### src/rtl/mmu_arb_if.sv
// rtl/mmu_arb_if.sv - client and memory handshake bundle for the mmu_arb arbiter

interface mmu_arb_if #(
    parameter int C_RPORT = 2,
    parameter int C_WPORT = 1,
    parameter int DATA_W  = 64,
    parameter int ADDR_W  = 32,
    parameter int LEN_W   = 2
);
    logic [C_RPORT-1:0]        c_re;
    logic [C_RPORT*ADDR_W-1:0] c_raddr;
    logic [C_RPORT*LEN_W-1:0]  c_rlen;
    logic [C_RPORT*DATA_W-1:0] c_dout;
    logic [C_RPORT-1:0]        c_rack;
    logic [C_WPORT-1:0]        c_we;
    logic [C_WPORT*ADDR_W-1:0] c_waddr;
    logic [C_WPORT*LEN_W-1:0]  c_wlen;
    logic [C_WPORT*DATA_W-1:0] c_din;
    logic [C_WPORT-1:0]        c_wack;
    logic                      m_re;
    logic                      m_we;
    logic [ADDR_W-1:0]         m_addr;
    logic [LEN_W-1:0]          m_len;
    logic [DATA_W-1:0]         m_dout;
    logic [DATA_W-1:0]         m_din;
    logic                      m_rack;
    logic                      m_wack;

    modport slave (
        input  c_re, c_raddr, c_rlen, c_we, c_waddr, c_wlen, c_din, m_din, m_rack, m_wack,
        output c_dout, c_rack, c_wack, m_re, m_we, m_addr, m_len, m_dout
    );

    modport master (
        output c_re, c_raddr, c_rlen, c_we, c_waddr, c_wlen, c_din, m_din, m_rack, m_wack,
        input  c_dout, c_rack, c_wack, m_re, m_we, m_addr, m_len, m_dout
    );
endinterface

### src/rtl/mmu_arb.sv
// rtl/mmu_arb.sv - round-robin arbiter of client read/write ports onto one memory port

module mmu_arb #(
    parameter int C_RPORT = 2,
    parameter int C_WPORT = 1,
    parameter int DATA_W  = 64,
    parameter int ADDR_W  = 32,
    parameter int LEN_W   = 2,
    parameter int WR_PRIO = 0
) (
    input  logic      clk,
    input  logic      rst,
    mmu_arb_if.slave  bus
);
    localparam int N  = C_RPORT + C_WPORT;
    localparam int IW = (N > 1) ? $clog2(N) : 1;

    localparam logic [1:0] IDLE    = 2'd0;
    localparam logic [1:0] RD_WAIT = 2'd1;
    localparam logic [1:0] WR_WAIT = 2'd2;

    logic [1:0]                state_q, state_d;
    logic [IW-1:0]             ptr_q, ptr_d;
    logic [IW-1:0]             gnt_q, gnt_d;
    logic                      m_re_q, m_re_d;
    logic                      m_we_q, m_we_d;
    logic [ADDR_W-1:0]         m_addr_q, m_addr_d;
    logic [LEN_W-1:0]          m_len_q, m_len_d;
    logic [DATA_W-1:0]         m_dout_q, m_dout_d;
    logic [C_RPORT*DATA_W-1:0] c_dout_q, c_dout_d;
    logic [C_RPORT-1:0]        c_rack_q, c_rack_d;
    logic [C_WPORT-1:0]        c_wack_q, c_wack_d;

    logic [N-1:0]   elig;
    logic [2*N-1:0] elig2;
    logic [N-1:0]   rot;
    logic           found;
    int             sel;
    int             idx;
    int             nxt;

    always_comb begin
        state_d  = state_q;
        ptr_d    = ptr_q;
        gnt_d    = gnt_q;
        m_re_d   = m_re_q;
        m_we_d   = m_we_q;
        m_addr_d = m_addr_q;
        m_len_d  = m_len_q;
        m_dout_d = m_dout_q;
        c_dout_d = c_dout_q;
        // Acks hold while the client keeps req high and drop once req is seen low.
        c_rack_d = c_rack_q & bus.c_re;
        c_wack_d = c_wack_q & bus.c_we;

        elig = {bus.c_we & ~c_wack_q, bus.c_re & ~c_rack_q};
        if (WR_PRIO != 0 && (|elig[N-1:C_RPORT])) begin
            elig[C_RPORT-1:0] = '0;
        end

        // Rotate so bit 0 is the pointer position; the first set bit is the winner.
        elig2 = {elig, elig};
        rot   = N'(elig2 >> ptr_q);
        found = 1'b0;
        sel   = 0;
        idx   = 0;
        nxt   = 0;
        for (int i = 0; i < N; i++) begin
            if (!found && rot[i]) begin
                found = 1'b1;
                idx   = int'(ptr_q) + i;
                sel   = (idx >= N) ? idx - N : idx;
            end
        end

        case (state_q)
            IDLE: begin
                if (found) begin
                    nxt   = (sel + 1 >= N) ? 0 : sel + 1;
                    ptr_d = IW'(nxt);
                    gnt_d = IW'(sel);
                    if (sel < C_RPORT) begin
                        m_re_d  = 1'b1;
                        state_d = RD_WAIT;
                        for (int p = 0; p < C_RPORT; p++) begin
                            if (p == sel) begin
                                m_addr_d = bus.c_raddr[p*ADDR_W +: ADDR_W];
                                m_len_d  = bus.c_rlen[p*LEN_W +: LEN_W];
                            end
                        end
                    end else begin
                        m_we_d  = 1'b1;
                        state_d = WR_WAIT;
                        for (int p = 0; p < C_WPORT; p++) begin
                            if (p + C_RPORT == sel) begin
                                m_addr_d = bus.c_waddr[p*ADDR_W +: ADDR_W];
                                m_len_d  = bus.c_wlen[p*LEN_W +: LEN_W];
                                m_dout_d = bus.c_din[p*DATA_W +: DATA_W];
                            end
                        end
                    end
                end
            end
            RD_WAIT: begin
                if (bus.m_rack) begin
                    m_re_d  = 1'b0;
                    state_d = IDLE;
                    // A client that abandoned its request still gets the data, but no ack.
                    for (int p = 0; p < C_RPORT; p++) begin
                        if (int'(gnt_q) == p) begin
                            c_dout_d[p*DATA_W +: DATA_W] = bus.m_din;
                            c_rack_d[p]                  = bus.c_re[p];
                        end
                    end
                end
            end
            WR_WAIT: begin
                if (bus.m_wack) begin
                    m_we_d  = 1'b0;
                    state_d = IDLE;
                    for (int p = 0; p < C_WPORT; p++) begin
                        if (int'(gnt_q) == p + C_RPORT) begin
                            c_wack_d[p] = bus.c_we[p];
                        end
                    end
                end
            end
            default: begin
                state_d = IDLE;
                m_re_d  = 1'b0;
                m_we_d  = 1'b0;
            end
        endcase
    end

    always_ff @(posedge clk) begin
        if (rst) begin
            state_q  <= IDLE;
            ptr_q    <= '0;
            gnt_q    <= '0;
            m_re_q   <= 1'b0;
            m_we_q   <= 1'b0;
            m_addr_q <= '0;
            m_len_q  <= '0;
            m_dout_q <= '0;
            c_dout_q <= '0;
            c_rack_q <= '0;
            c_wack_q <= '0;
        end else begin
            state_q  <= state_d;
            ptr_q    <= ptr_d;
            gnt_q    <= gnt_d;
            m_re_q   <= m_re_d;
            m_we_q   <= m_we_d;
            m_addr_q <= m_addr_d;
            m_len_q  <= m_len_d;
            m_dout_q <= m_dout_d;
            c_dout_q <= c_dout_d;
            c_rack_q <= c_rack_d;
            c_wack_q <= c_wack_d;
        end
    end

    assign bus.m_re   = m_re_q;
    assign bus.m_we   = m_we_q;
    assign bus.m_addr = m_addr_q;
    assign bus.m_len  = m_len_q;
    assign bus.m_dout = m_dout_q;
    assign bus.c_dout = c_dout_q;
    assign bus.c_rack = c_rack_q;
    assign bus.c_wack = c_wack_q;
endmodule

### src/flat_wrapper.sv
// flat-port wrapper written by rule: the top's interface ports become plain ports
module mmu_arb_flat 
#(
    parameter int C_RPORT = 2,
    parameter int C_WPORT = 1,
    parameter int DATA_W  = 64,
    parameter int ADDR_W  = 32,
    parameter int LEN_W   = 2,
    parameter int WR_PRIO = 0
)
  (clk, rst, bus_c_re, bus_c_raddr, bus_c_rlen, bus_c_we, bus_c_waddr, bus_c_wlen, bus_c_din, bus_m_din, bus_m_rack, bus_m_wack, bus_c_dout, bus_c_rack, bus_c_wack, bus_m_re, bus_m_we, bus_m_addr, bus_m_len, bus_m_dout);
  mmu_arb_if #(.C_RPORT(C_RPORT), .C_WPORT(C_WPORT), .DATA_W(DATA_W), .ADDR_W(ADDR_W), .LEN_W(LEN_W)) bus_i ();
  input  logic clk;
  input  logic rst;
  input wire logic [$bits(bus_i.c_re)-1:0] bus_c_re;
  input wire logic [$bits(bus_i.c_raddr)-1:0] bus_c_raddr;
  input wire logic [$bits(bus_i.c_rlen)-1:0] bus_c_rlen;
  input wire logic [$bits(bus_i.c_we)-1:0] bus_c_we;
  input wire logic [$bits(bus_i.c_waddr)-1:0] bus_c_waddr;
  input wire logic [$bits(bus_i.c_wlen)-1:0] bus_c_wlen;
  input wire logic [$bits(bus_i.c_din)-1:0] bus_c_din;
  input wire logic [$bits(bus_i.m_din)-1:0] bus_m_din;
  input wire logic [$bits(bus_i.m_rack)-1:0] bus_m_rack;
  input wire logic [$bits(bus_i.m_wack)-1:0] bus_m_wack;
  output wire logic [$bits(bus_i.c_dout)-1:0] bus_c_dout;
  output wire logic [$bits(bus_i.c_rack)-1:0] bus_c_rack;
  output wire logic [$bits(bus_i.c_wack)-1:0] bus_c_wack;
  output wire logic [$bits(bus_i.m_re)-1:0] bus_m_re;
  output wire logic [$bits(bus_i.m_we)-1:0] bus_m_we;
  output wire logic [$bits(bus_i.m_addr)-1:0] bus_m_addr;
  output wire logic [$bits(bus_i.m_len)-1:0] bus_m_len;
  output wire logic [$bits(bus_i.m_dout)-1:0] bus_m_dout;
  assign bus_i.c_re = bus_c_re;
  assign bus_i.c_raddr = bus_c_raddr;
  assign bus_i.c_rlen = bus_c_rlen;
  assign bus_i.c_we = bus_c_we;
  assign bus_i.c_waddr = bus_c_waddr;
  assign bus_i.c_wlen = bus_c_wlen;
  assign bus_i.c_din = bus_c_din;
  assign bus_i.m_din = bus_m_din;
  assign bus_i.m_rack = bus_m_rack;
  assign bus_i.m_wack = bus_m_wack;
  assign bus_c_dout = bus_i.c_dout;
  assign bus_c_rack = bus_i.c_rack;
  assign bus_c_wack = bus_i.c_wack;
  assign bus_m_re = bus_i.m_re;
  assign bus_m_we = bus_i.m_we;
  assign bus_m_addr = bus_i.m_addr;
  assign bus_m_len = bus_i.m_len;
  assign bus_m_dout = bus_i.m_dout;
  mmu_arb #(.C_RPORT(C_RPORT), .C_WPORT(C_WPORT), .DATA_W(DATA_W), .ADDR_W(ADDR_W), .LEN_W(LEN_W), .WR_PRIO(WR_PRIO)) u_core (.clk(clk), .rst(rst), .bus(bus_i));
endmodule
### config.mk
export PLATFORM = sky130hd
export DESIGN_NAME = mmu_arb_flat
export DESIGN_NICKNAME = d
export VERILOG_FILES = /design/src/rtl/mmu_arb_if.sv /design/src/rtl/mmu_arb.sv /design/src/flat_wrapper.sv
export SDC_FILE = /design/constraint.sdc
export NUM_CORES = 1
export LEC_CHECK = 0
export ABC_AREA = 1
export ABC_CLOCK_PERIOD_IN_PS = 2350
export BUFFER_PORTS_ARGS = -buffer_cell sky130_fd_sc_hd__buf_2
export CORE_AREA = 2 2 183 185
export CTS_BUF_LIST = sky130_fd_sc_hd__clkbuf_4 sky130_fd_sc_hd__clkbuf_8
export CTS_CLUSTER_DIAMETER = 40
export DETAILED_ROUTE_END_ITERATION = 10
export DIE_AREA = 0 0 185 187
export GPL_TIMING_DRIVEN = 0
export PLACE_DENSITY_LB_ADDON = 0.05
export RECOVER_POWER = 50
export SYNTH_ARGS = -nofsm -noshare
export SYNTH_HDL_FRONTEND = slang
export SYNTH_SLANG_ARGS = --single-unit
export TNS_END_PERCENT = 20
### constraint.sdc
create_clock -name clk -period 2.35 [get_ports clk]
set_input_delay 0.3525 -clock clk [delete_from_list [all_inputs] [get_ports clk]]
set_output_delay 0.3525 -clock clk [all_outputs]
set_load 0.02 [all_outputs]
Yosys cells after proc, flatten, opt, wreduce, memory -nomap -nowiden. Index checks and enable logic that the tools add are counted.

Input bits: 237. Word-level logic and storage cells: 99. Register bits after elaboration: 237. Output and inout bits: 231.

Shift-type cells: 1. Reductions and logical operators: 16. Bitwise operators: 9. $add $sub $neg: 6. Equality and inequality tests: 12. Mux-type cells: 38. Magnitude comparators: 5.

Operator list (number): 2-to-1 mux 32 bit (10); >= comparator 32 x 3 -> 1 bit (second input constant) (3); subtractor 32 x 3 -> 32 bit (second input constant) (2); adder 32 x 2 -> 32 bit (second input constant) (1); equality test 2 x 32 -> 1 bit (first input constant) (1); equality test 3 x 32 -> 1 bit (first input constant) (1); logical NOT 32 bit (1); less-than comparator 32 x 3 -> 1 bit (second input constant) (1); 2-to-1 mux 2 bit (11); AND reduction 4 bit (4); 2-to-1 mux 1 bit (14); AND reduction 3 bit (3); equality test 2 bit (second input constant) (3); != test 2 bit (second input constant) (3); case mux 1 bit (3 select lines) (2); case mux 2 bit (3 select lines) (1); right shift 6 x 2 -> 3 bit (1); AND 2 bit (2); logical NOT 2 bit (2); != test 2 x 1 -> 1 bit (second input constant) (2); NOT 1 bit (4); adder 2 x 1 -> 3 bit (second input constant) (1); adder 2 x 2 -> 3 bit (second input constant) (1); != test 3 bit (second input constant) (1); other kinds (9) (12).

Depth between registers and ports, before layout.
Word-level depth: 14. Gate-level depth with buffers: 18. Mapped depth without buffers: 17.

Least setup slack after synthesis. OpenSTA, ideal clock, no wires.

Path kind: register -> register. From: register u_core.c_rack_q[1], in the netlist u_core.bus.c_rack[1]. To: register u_core.m_addr_q[10], in the netlist u_core.bus.m_addr[10]. Data arrival time: 2.412 ns. Setup time: 0.111 ns. Buffers on the path: 1. Cell stages (with the launch flop): 16. Slack: -0.174 ns. Period minus slack after synthesis: 2.524 ns. Required time: 2.239 ns. Path through: dfxtp_1 -> inv_1 -> nand3_1 -> nand3_2 -> nand2_4 -> nand3_2 -> o21ai_0 -> inv_1 -> ha_1 -> nand3_1 -> clkbuf_1 -> o21bai_1 -> nand3_1 -> nand2_1 -> nor2_1 -> nor2_1.

RTL lines: from (decl) (line mmu_arb.sv:31) `logic [C_RPORT-1:0] c_rack_q, c_rack_d;`; from (signal assigned) (line mmu_arb.sv:159) `c_rack_q <= c_rack_d;`; to (signal assigned) (line mmu_arb.sv:155) `m_addr_q <= m_addr_d;`; to (decl) (line mmu_arb.sv:27) `logic [ADDR_W-1:0] m_addr_q, m_addr_d;`.

Worst setup path after layout.
From: register u_core.ptr_q[0]. To: register u_core.m_addr_q[28], in the netlist u_core.bus.m_addr[28].

Cells in the longest elaborated chain, start to end: 11. Elaborated cells on any way between the ends: 31. Classes of those cells: add/sub (5); order compare (4); eq/ne (3); shift (1); mux (11); reduce/logical (7).

RTL lines: from (decl) (line mmu_arb.sv:23) `logic [IW-1:0] ptr_q, ptr_d;`; from (signal assigned) (line mmu_arb.sv:151) `ptr_q <= ptr_d;`; branches (longest 11 deep; another with subtractor 32 x 3 -> 32 bit).

Parallel ways; which one is timed is not known. A chain may end at the register's enable or synchronous reset.

==> flow_summary.rst <==
.. list-table::
   :header-rows: 1

   * - Metric
     - Value
   * - Run status
     - finished, violations left
   * - Violated checks
     - negative setup slack
   * - Sequential power share
     - 0.270
   * - Global-route total usage across every layer
     - 0.2148
   * - Number of flops mapped to enable cells by yosys
     - 0
   * - Number of buffers inserted during clock tree synthesis
     - 46
   * - Routed Antenna Nets
     - 0
   * - Non-filler cells in the finished layout
     - 2460
   * - Number of primary I/O pins
     - 468
   * - Number of DRC violations after detailed routing
     - 0
   * - Fraction of registers with async set/reset
     - 0
   * - Pin count of the biggest net entering global routing
     - 14
   * - Floorplan die width
     - 185 um
   * - Final Hold Vio Count
     - 0
   * - Initial core utilization
     - 0.3054
   * - Share of the synthesized area in the top cell type
     - 0.4728
   * - Synthesized instance count
     - 1384
   * - Endpoints failing setup
     - 63
   * - Clock latency of the later-clocked register in the worst-skew pair
     - 570 ps
   * - Wire length per cell
     - 15.73 um
   * - Overall via count from detail_route
     - 11130
   * - First-pass GRT wire length
     - 59130 um
   * - Register area share after synthesis
     - 0.4728
   * - Routability-driven placement congestion ratio
     - 0.7838
   * - Total of warnings raised by yosys
     - 0
   * - Path type of the worst min-delay path
     - in -> reg
   * - Worst Reg-to-Reg Cells
     - 15
   * - Required @ worst endpoint
     - 2820 ps
   * - Violation count after the first detailed-route iteration
     - 419
   * - Seq cells post-synth
     - 237
   * - Total grt overflow
     - 0
   * - Total instance count after detailed placement
     - 2299
   * - Final-stage net count
     - 2220
   * - Main flop type after synthesis
     - sky130_fd_sc_hd__dfxtp_1
   * - DIE HEIGHT
     - 187 um
   * - Worst Setup Slack, final
     - -81.81 ps
   * - Net Count, Synth
     - 1631
   * - Final Max Slew Viols
     - 0
   * - Actual transition at the worst max-transition pin
     - 983.8 ps
   * - Number of placement rows
     - 67
   * - Origin of the critical flop-to-flop path
     - u_core.ptr_q[0]
   * - Max stage delay cell, worst path
     - sky130_fd_sc_hd__dfxtp_4
   * - Sequence of cells on the critical path
     - inv_8 -> nand3_4 -> nand3_4 -> nand2_8 -> buf_4 -> nand4_4 -> nand2_1 -> nor2_2 -> nand2_4 -> nand3_4 -> buf_12 -> clkbuf_16 -> nand3b_1 -> nand2_1 -> nor2_1
   * - Fin crit share
     - 1.035
   * - Maximum clock skew at final layout
     - 46.13 ps
   * - Mapped cell area
     - 0.01003 mm^2
   * - Highest clock rate
     - 411.2 MHz
   * - Area Growth Syn to Fin
     - 50.57%
   * - Internal power
     - 11.31 mW
   * - Count of H-tree levels built during CTS
     - 2
   * - IO buf count
     - 467
   * - Fraction of layout cells with a size suffix above 1
     - 0.2664
   * - Vias per Instance
     - 4.523
   * - Clock network fraction of total power
     - 0.239
   * - Clock root cell
     - sky130_fd_sc_hd__clkbuf_8
   * - Switching share of power
     - 0.4152
   * - Clock sink count
     - 237
   * - Largest buffer count on any clock path
     - 3
   * - Antenna violations before repair
     - 7
   * - Category of the most critical setup path
     - reg -> reg
   * - Maximum net fanout on the critical path
     - 8
   * - Hold_sp
     - bus_m_din[16]
   * - Critical Path Source Type
     - flip-flop
   * - Post-synthesis area per instance
     - 7.250 um^2
   * - Cell types occupying the most area after synthesis
     - sky130_fd_sc_hd__dfxtp_1 47%, sky130_fd_sc_hd__nor2_1 13%, sky130_fd_sc_hd__o21ai_0 9.5%
   * - Number of global-route vias before repair
     - 10740
   * - Number of stages on the worst hold path
     - 3
   * - Worst slew margin
     - 0.3441
   * - Initial DRT Pass Iterations
     - 5
   * - Count of maximum capacitance violations
     - 0
   * - Crit path largest cell delay
     - 460 ps
   * - CP Capture Type
     - flip-flop
   * - Leak Pwr
     - 6.994 nW
   * - Clock transition at the registers of the reported paths
     - 60 ps
   * - Unrepaired setup endpoints after global routing
     - yes
   * - Worst Path Arrival
     - 2900 ps
   * - VDD IR-drop max
     - 0.0006077 V
   * - Most frequent cell after synthesis
     - sky130_fd_sc_hd__nor2_1
   * - HPWL reported at the end of detailed placement
     - 27980 um
   * - Crit path time final
     - 2432 ps
   * - End of the worst register-to-register path
     - u_core.bus.m_addr[28]
   * - Final core utilization
     - 0.4598
   * - TritonCTS clock tree
     - yes
   * - Library cell occupying the most area in the post-synthesis netlist
     - sky130_fd_sc_hd__dfxtp_1
   * - Unique masters post-synth
     - 27
   * - Min-Delay Endpoint
     - u_core.bus.c_dout[80]
   * - Reg-to-reg setup timing slack
     - -80 ps
   * - Switching power
     - 8.034 mW
   * - Die footprint
     - 0.03460 mm^2
   * - Most common library cells after synthesis
     - 338 x sky130_fd_sc_hd__nor2_1, 237 x sky130_fd_sc_hd__dfxtp_1, 190 x sky130_fd_sc_hd__o21ai_0
   * - Core Area
     - 0.03286 mm^2
   * - Routed wire length
     - 38690 um
   * - Logic gate share of total power
     - 0.491
   * - Cell seen most often among critical-path stages
     - sky130_fd_sc_hd__nand3_4
   * - Power density of the placed cells
     - 1280 mW/mm^2
-- sequential cells by signal, indices dropped and copies added, names as in the netlist --
name and cells:
u_core.gnt_q 2, u_core.state_q 2, u_core.ptr_q 2, u_core.bus.m_len 2, u_core.bus.m_dout 64, u_core.bus.c_dout 128, u_core.bus.m_re 1, u_core.bus.m_we 1
u_core.bus.m_addr 32, u_core.bus.c_rack 2, u_core.bus.c_wack 1
-- cells in the final DEF (no fill, tap or decap), types with 10 or more instances in the layout --
cell / instances
sky130_fd_sc_hd__nand2_1: 120
sky130_fd_sc_hd__buf_6: 20
sky130_fd_sc_hd__o21ai_0: 162
sky130_fd_sc_hd__nand3_2: 10
sky130_fd_sc_hd__o21bai_1: 33
sky130_fd_sc_hd__nand3_1: 77
sky130_fd_sc_hd__nand3b_1: 35
sky130_fd_sc_hd__buf_4: 32
sky130_fd_sc_hd__inv_1: 110
sky130_fd_sc_hd__a21oi_1: 68
sky130_fd_sc_hd__clkbuf_8: 59
sky130_fd_sc_hd__clkbuf_4: 16
sky130_fd_sc_hd__o21ai_2: 11
sky130_fd_sc_hd__clkbuf_1: 236
sky130_fd_sc_hd__o21ai_1: 22
sky130_fd_sc_hd__dlygate4sd3_1: 39
sky130_fd_sc_hd__buf_2: 289
sky130_fd_sc_hd__dfxtp_1: 233
sky130_fd_sc_hd__nor2_1: 329
sky130_fd_sc_hd__nand3_4: 14
-- final cells by class --
cell class / count / area (um^2)
Multi-Input combinational cell: 933 / 4850
Timing Repair Buffer: 542 / 2848
Sequential cell: 237 / 4755
Clock inverter: 12 / 151.4
Fill cell: 3597 / 17750
Clock buffer: 71 / 902.1
Tap cell: 448 / 560.5
Buffer: 93 / 568.0
Inverter: 120 / 465.4
Antenna cell: 4 / 10.01
-- cells by family (layout without fill, tap and decap cells) --
group           after synthesis  count (layout)  synth area share
buf+inv                     215             838           0.08840
flops                       237             237            0.4728
fa+ha+maj                    10              10           0.01247
simple gates                616             617            0.2650
other cells                   0               4                 0
compound gates              306             306            0.1613
-- worst max path at each step --
stage / slack [ps] / end / from
6_report: -80 / u_core.bus.m_addr[28] / u_core.ptr_q[0]
4_1_cts: -60 / u_core.bus.m_addr[22] / u_core.ptr_q[0]
5_1_grt: -230 / u_core.bus.m_addr[4] / u_core.ptr_q[0]
2_1_floorplan: 20 / u_core.bus.m_addr[10] / u_core.bus.c_wack
3_5_place_dp: -550 / u_core.bus.m_addr[18] / u_core.ptr_q[0]
3_3_place_gp: -530 / u_core.bus.m_len[0] / u_core.ptr_q[0]
-- per-stage QoR --
step	worst slack [ps]	TNS, ps	power (mW)	hold slack, ps	cell area (um^2)
2_1_floorplan	15.07	0	10.76	414.2	10050
3_3_place_gp	-529.7	-40820	13.11	430.5	12950
3_5_place_dp	-547.0	-41640	13.15	433.2	12950
4_1_cts	-63.51	-1884	19.40	0.7816	15130
5_1_grt	-233.9	-16720	20.87	18.11	15110
6_report	-81.81	-2053	19.35	32.12	15110
-- per-layer routing --
metal,GRT usage,part of all wire
met4,0.06532,0.025
met5,0,0.00062
met2,0.3633,0.48
met3,0.07340,0.084
met1,0.2557,0.41
-- worst max-delay path, delay by kind of cell, from the launching register on --
family / cells / cell delay, ps
buffers and inverters: 4 / 570
AND/OR/NAND/NOR: 11 / 1310
flip-flops: 1 / 460
-- power by group through the flow --
stage               clock network, mW  registers [mW]  logic [mW]
floorplan                           0            6.14        4.62
global placement                    0            5.24        7.87
detailed placement                  0            5.26        7.88
CTS                              4.78            5.20        9.42
global route                     4.98            5.32        10.6
finish                           4.62            5.23        9.50
-- what timing repair did --
item | CTS | global route
cloned | 6 | 1
gates resized for setup | 116 | 83
pin swaps | 24 | 13
setup endpoints to repair | 100 | 222
hold endpoints to repair | 56 | 0
setup buffers | 28 | 2
hold buffers | 39 | 0
No activity file was read; power rests on OpenSTA's default activity.
